**src/rtl/jam_cost_table_if.sv**
```systemverilog
// Loader stream + solver lookup bundle for jam_cost_table.
// master = host/JAM side, slave = the cost table block.
interface jam_cost_table_if #(
  parameter int N_WORKER = 8,
  parameter int N_JOB    = 8,
  parameter int COST_W   = 7
);
  logic                        In_Valid;
  logic                        In_Ready;
  logic [COST_W-1:0]           In_Data;
  logic                        In_Last;
  logic                        Reload;
  logic [$clog2(N_WORKER)-1:0] W;
  logic [$clog2(N_JOB)-1:0]    J;
  logic [COST_W-1:0]           Cost;
  logic                        Table_Ready;
  logic                        Load_Err;
  logic                        Jam_Rst;

  modport master (
    output In_Valid, In_Data, In_Last, Reload, W, J,
    input  In_Ready, Cost, Table_Ready, Load_Err, Jam_Rst
  );

  modport slave (
    input  In_Valid, In_Data, In_Last, Reload, W, J,
    output In_Ready, Cost, Table_Ready, Load_Err, Jam_Rst
  );
endinterface

```
**src/rtl/jam_cost_table.sv**
```systemverilog
// Worker/job cost table for the JAM solver: loads a framed cost stream, serves lookups,
// holds JAM in reset until the table is valid. Define CHECKSUM_EN for a trailing checksum word.
module jam_cost_table #(
  parameter int N_WORKER = 8,
  parameter int N_JOB    = 8,
  parameter int COST_W   = 7
) (
  input  logic           CLK,
  input  logic           RST,
  jam_cost_table_if.slave bus
);
  localparam int DEPTH = N_WORKER * N_JOB;
  localparam int AW    = $clog2(DEPTH);
  localparam logic [AW-1:0] LAST_IDX = AW'(DEPTH - 1);

  typedef enum logic [1:0] {LOAD, READY, ERR} state_t;

  state_t            state;
  logic [AW-1:0]     wr_idx;
  logic              in_ready, table_ready, load_err, jam_rst;
  logic [COST_W-1:0] mem [DEPTH];
  logic [AW-1:0]     rd_idx;
  logic              xfer, store, done, bad;

  // in_ready is only ever high in LOAD, so a handshake implies LOAD
  assign xfer = bus.In_Valid && in_ready;

`ifdef CHECKSUM_EN
  logic              csum_phase;
  logic [COST_W-1:0] sum;

  always_comb begin
    store = !csum_phase;
    done  = csum_phase && bus.In_Last && (bus.In_Data == sum);
    bad   = csum_phase ? !done : bus.In_Last;
  end

  // running sum wraps naturally at COST_W bits
  always_ff @(posedge CLK) begin
    if (RST || bus.Reload) begin
      csum_phase <= 1'b0;
      sum        <= '0;
    end else if (xfer && store) begin
      sum <= sum + bus.In_Data;
      if (wr_idx == LAST_IDX) csum_phase <= 1'b1;
    end
  end
`else
  always_comb begin
    store = 1'b1;
    done  = (wr_idx == LAST_IDX) && bus.In_Last;
    bad   = (wr_idx == LAST_IDX) != bus.In_Last;
  end
`endif

  always_ff @(posedge CLK) begin
    if (RST) begin
      state       <= LOAD;
      wr_idx      <= '0;
      in_ready    <= 1'b0;
      table_ready <= 1'b0;
      load_err    <= 1'b0;
      jam_rst     <= 1'b1;
    end else if (bus.Reload) begin
      state       <= LOAD;
      wr_idx      <= '0;
      in_ready    <= 1'b1;
      table_ready <= 1'b0;
      load_err    <= 1'b0;
      jam_rst     <= 1'b1;
    end else begin
      case (state)
        LOAD: begin
          in_ready <= 1'b1;
          if (xfer) begin
            if (done) begin
              state       <= READY;
              table_ready <= 1'b1;
              in_ready    <= 1'b0;
            end else if (bad) begin
              state    <= ERR;
              load_err <= 1'b1;
              in_ready <= 1'b0;
            end else if (store) begin
              wr_idx <= wr_idx + 1'b1;
            end
          end
        end
        // JAM gets one reset cycle with the table already valid
        READY:   jam_rst <= 1'b0;
        default: ;
      endcase
    end
  end

  // table contents survive reset
  always_ff @(posedge CLK) begin
    if (!RST && !bus.Reload && xfer && store) mem[wr_idx] <= bus.In_Data;
  end

  assign rd_idx          = AW'({bus.W, bus.J});
  assign bus.Cost        = table_ready ? mem[rd_idx] : '0;
  assign bus.In_Ready    = in_ready;
  assign bus.Table_Ready = table_ready;
  assign bus.Load_Err    = load_err;
  assign bus.Jam_Rst     = jam_rst;
endmodule

```
**src/flat_wrapper.sv**
```systemverilog
// flat-port wrapper written by rule: the top's interface ports become plain ports
module jam_cost_table_flat 
#(
  parameter int N_WORKER = 8,
  parameter int N_JOB    = 8,
  parameter int COST_W   = 7
)
  (CLK, RST, bus_In_Valid, bus_In_Data, bus_In_Last, bus_Reload, bus_W, bus_J, bus_In_Ready, bus_Cost, bus_Table_Ready, bus_Load_Err, bus_Jam_Rst);
  jam_cost_table_if #(.N_WORKER(N_WORKER), .N_JOB(N_JOB), .COST_W(COST_W)) bus_i ();
  input  logic CLK;
  input  logic RST;
  input wire logic [$bits(bus_i.In_Valid)-1:0] bus_In_Valid;
  input wire logic [$bits(bus_i.In_Data)-1:0] bus_In_Data;
  input wire logic [$bits(bus_i.In_Last)-1:0] bus_In_Last;
  input wire logic [$bits(bus_i.Reload)-1:0] bus_Reload;
  input wire logic [$bits(bus_i.W)-1:0] bus_W;
  input wire logic [$bits(bus_i.J)-1:0] bus_J;
  output wire logic [$bits(bus_i.In_Ready)-1:0] bus_In_Ready;
  output wire logic [$bits(bus_i.Cost)-1:0] bus_Cost;
  output wire logic [$bits(bus_i.Table_Ready)-1:0] bus_Table_Ready;
  output wire logic [$bits(bus_i.Load_Err)-1:0] bus_Load_Err;
  output wire logic [$bits(bus_i.Jam_Rst)-1:0] bus_Jam_Rst;
  assign bus_i.In_Valid = bus_In_Valid;
  assign bus_i.In_Data = bus_In_Data;
  assign bus_i.In_Last = bus_In_Last;
  assign bus_i.Reload = bus_Reload;
  assign bus_i.W = bus_W;
  assign bus_i.J = bus_J;
  assign bus_In_Ready = bus_i.In_Ready;
  assign bus_Cost = bus_i.Cost;
  assign bus_Table_Ready = bus_i.Table_Ready;
  assign bus_Load_Err = bus_i.Load_Err;
  assign bus_Jam_Rst = bus_i.Jam_Rst;
  jam_cost_table #(.N_WORKER(N_WORKER), .N_JOB(N_JOB), .COST_W(COST_W)) u_core (.CLK(CLK), .RST(RST), .bus(bus_i));
endmodule
```
**config.mk**
```make
export PLATFORM = sky130hd
export DESIGN_NAME = jam_cost_table_flat
export DESIGN_NICKNAME = d
export VERILOG_FILES = /design/src/rtl/jam_cost_table_if.sv /design/src/rtl/jam_cost_table.sv /design/src/flat_wrapper.sv
export SDC_FILE = /design/constraint.sdc
export NUM_CORES = 1
export LEC_CHECK = 0
export BUFFER_PORTS_ARGS = -buffer_cell sky130_fd_sc_hd__buf_4
export CORE_AREA = 2 2 148 208
export CTS_CLUSTER_SIZE = 12
export DETAILED_ROUTE_END_ITERATION = 8
export DIE_AREA = 0 0 150 210
export GPL_ROUTABILITY_DRIVEN = 0
export PLACE_DENSITY = 0.78
export SLEW_MARGIN = 5
export SYNTH_ARGS = -nofsm -noshare
export SYNTH_HDL_FRONTEND = slang
export SYNTH_SLANG_ARGS = --single-unit
```
**constraint.sdc**
```tcl
create_clock -name CLK -period 3.3 [get_ports CLK]
set_input_delay 0.825 -clock CLK [delete_from_list [all_inputs] [get_ports CLK]]
set_output_delay 0.825 -clock CLK [all_outputs]
set_load 0.01 [all_outputs]
```
==> metrics <==
Critical Path AT 2.57 ns; area of the core 0.0297 mm²; met2 WL 24100 µm; Final WS setup -0.0911 ns; Period minus WS final 3.39 ns; register area 0.0137 mm²; Vias/cell 6.79; synth top area cells edfxtp_1 74%, mux4_2 13%, nor2_1 1.8%, mux2i_1 1.4%, dfxtp_1 1.3%; #FFs+latches synth 460; Synth Warn # 0; Fillers 1630; clock sink total 460; Cell variety after synth 49; Synth area leader edfxtp_1; fin cells 1494; Via Count 10100; Largest stage delay, worst path 0.33 ns; Cells after Synth 879; Buf/Inv on CP 5; Worst Path Max Fanout 11; Fmax achieved 0.295 GHz; # port buffers 28; syn_area_per_cell 20.6 µm²; site row count 75; metal3 WL 4270 µm; skew final 0.0102 ns; area of the multi-input gates 0.00430 mm²; Area Growth Syn to Fin 20.0%; DRT Wirelength 46600 µm; largest net degree at the start of global routing 65; Worst-Skew Late Latency 0.55 ns; crit path capture type output pin; final setup fails 5; Metal-1 WL 16000 µm; R2R Setup Slk 0.90 ns; Crit Path Category in -> out; top sig layer met4; total power per unit cell area 536 mW/mm²; Leak 7.19 nW; DRT Pass-1 Iters 5; share of the synthesized area in the top cell type 0.743; hold buffers post-CTS 0; EDFF count, synth 448; slew margin rel. 0.503; period utilisation layout 1.03; DR iter-0 viols 1318; share of cells above drive strength 1 0.366; unrepaired setup endpoints after global routing true; GRT Resource Usage Total 0.303; asr flop ratio synth 0; die width 150 µm; synthesized cell area 0.0181 mm²; Post-Place Cells 1392; max-slew violation count 0; Worst Tran Pin Value 0.745 ns; Post-synth top flop edfxtp_1; Critical-path top delay cell mux4_2; WP data required 2.47 ns; global-route wire length before repair 67900 µm; CTS tree built; Routed wire per std cell 31.2 µm; Hold Path Class in -> reg; failing checks setup timing; Die ar. 0.0315 mm²; total congestion overflow 0; clock root buffer clkbuf_16; TritonCTS Buffers 44; initial antenna violation count 0; DR DRC count 0; Seq/Total Area, Yosys 0.756; worst vdd ir 323 µV; total power 11.7 mW; final hold violation count 0; # IOs 29; DPL Wire Length 26200 µm; MaxCap Viol Count 0; Clock Path Buffers 3; crit-path leading delay family buffers and inverters; CP startpoint kind input port; vias in the first global route 10400; DRT antenna net count 0; setup TNS -0.256 ns; Ant. Diodes 0; fin nets 1105; CP cell instances buf_16, buf_12, buf_12, buf_4, mux4_2, o22ai_4, nor2_2, o221ai_2, o31ai_2, buf_4; Synthesized Nets 899; initial core utilization 0.611; CTS H-tree depth 2; status finished, violations left; Die H 210 µm; Reg clk slew, reported paths 0.06 ns
==> synth_stat cells (all sizes together) (2+ instances only) <==
cell type and number:
clkbuf 11, nor2b 7, nand4 2, ha 2
mux2 3, nor2 85, o21ai 18, a32oi 3
buf 33, a31oi 3, a21oi 6, xor2 4
nand2 27, nand2b 8, or3 2, nor3 3
mux2i 25, mux4 112, o32a 3, o22ai 11
or2 4, nand3b 3, edfxtp 448, a221oi 2
o221ai 7, dfxtp 12, and2 3, o21bai 2
inv 6, a22oi 5, nand3 6
==> power by group <==
part	internal, mW	total [mW]	switching [mW]
combinational	0.333	0.719	0.386
sequential	6.41	6.41	0.00227
clock	2.51	4.52	2.02
total	9.25	11.7	2.41
==> metrics by stage <==
step	util	area, µm²	hold WS (ns)	worst slack, ns
after global routing	0.733	21700	0.426	-0.0829
after global placement	0.666	19700	0.460	-0.230
final	0.733	21700	0.438	-0.0911
after CTS	0.729	21600	0.417	-0.0218
after detailed placement	0.666	19700	0.467	-0.261
after floorplan	-	18100	0.449	0.305
==> per-layer routing <==
metal	GRT usage	vias up
met1	0.388	5228
met2	0.510	723
met3	0.0574	144
met5	0	-
met4	0.137	0
li1	-	4043
==> sequential cells by signal, summed over array words and instances (netlist names) <==
signal / cells
u_core.bus.In_Ready: 1
u_core.state: 2
u_core.bus.Table_Ready: 1
u_core.bus.Jam_Rst: 1
u_core.mem: 448
u_core.bus.Load_Err: 1
u_core.wr_idx: 6
==> logic make-up after synthesis <==
| family | Yosys count | synth area share |
|---|---|---|
| mux | 140 | 0.157 |
| fa+ha+maj | 2 | 0.00138 |
| xor+xnor | 5 | 0.00242 |
| compound gates | 68 | 0.0260 |
| flops | 460 | 0.756 |
| simple gates | 154 | 0.0379 |
| buf+inv | 50 | 0.0195 |
==> layout make-up <==
type,instances,area share
multi-input combinational,369,0.198
clock buffer,67,0.0556
timing repair buffer,204,0.0923
inverter,6,0.00104
sequential,460,0.630
clock inverter,3,0.000979
tap,385,0.0222
==> cell usage in the layout (no fill, tap or decap), types with 3 or more instances in the layout <==
cell	instances
o22ai_1	8
nand3_1	6
and2_1	3
mux2i_2	6
clkbuf_1	22
o21ai_1	6
edfxtp_1	448
buf_6	3
buf_12	17
mux4_2	105
mux2i_4	3
o32a_1	3
o221ai_2	6
o21ai_0	5
a22oi_2	4
xor2_1	4
nor2b_1	6
nor3_1	3
or2_2	4
mux2i_1	16
nand2b_1	8
nand3b_1	3
nor2_1	84
buf_8	3
dfxtp_1	12
buf_4	170
nand2_1	25
a31oi_1	3
clkbuf_16	46
a21oi_1	6
o21ai_2	5
buf_16	8
inv_1	5
mux4_1	7
==> worst paths after layout <==
kind / start / end / depth (start not counted)
setup reg to reg: u_core.wr_idx[3]$_SDFFE_PP0P_ / u_core.wr_idx[5]$_SDFFE_PP0P_ / 8
hold reg to reg: u_core.bus.Load_Err$_SDFFE_PP0P_ / u_core.bus.Load_Err$_SDFFE_PP0P_ / 2
hold / removal: RST / u_core.bus.In_Ready$_SDFFE_PP0P_ / 2
setup / recovery: bus_J[1] / bus_Cost[0] / 10
==> timing repair <==
item | in CTS | in global routing
hold endpoints to repair | 0 | 0
pin swaps | 8 | 5
endpoints found under the setup margin | 7 | 7
gates resized for setup | 64 | 16
setup buffers | 20 | 4
cloned | 7 | 1
(Power assumes the default switching activity.)
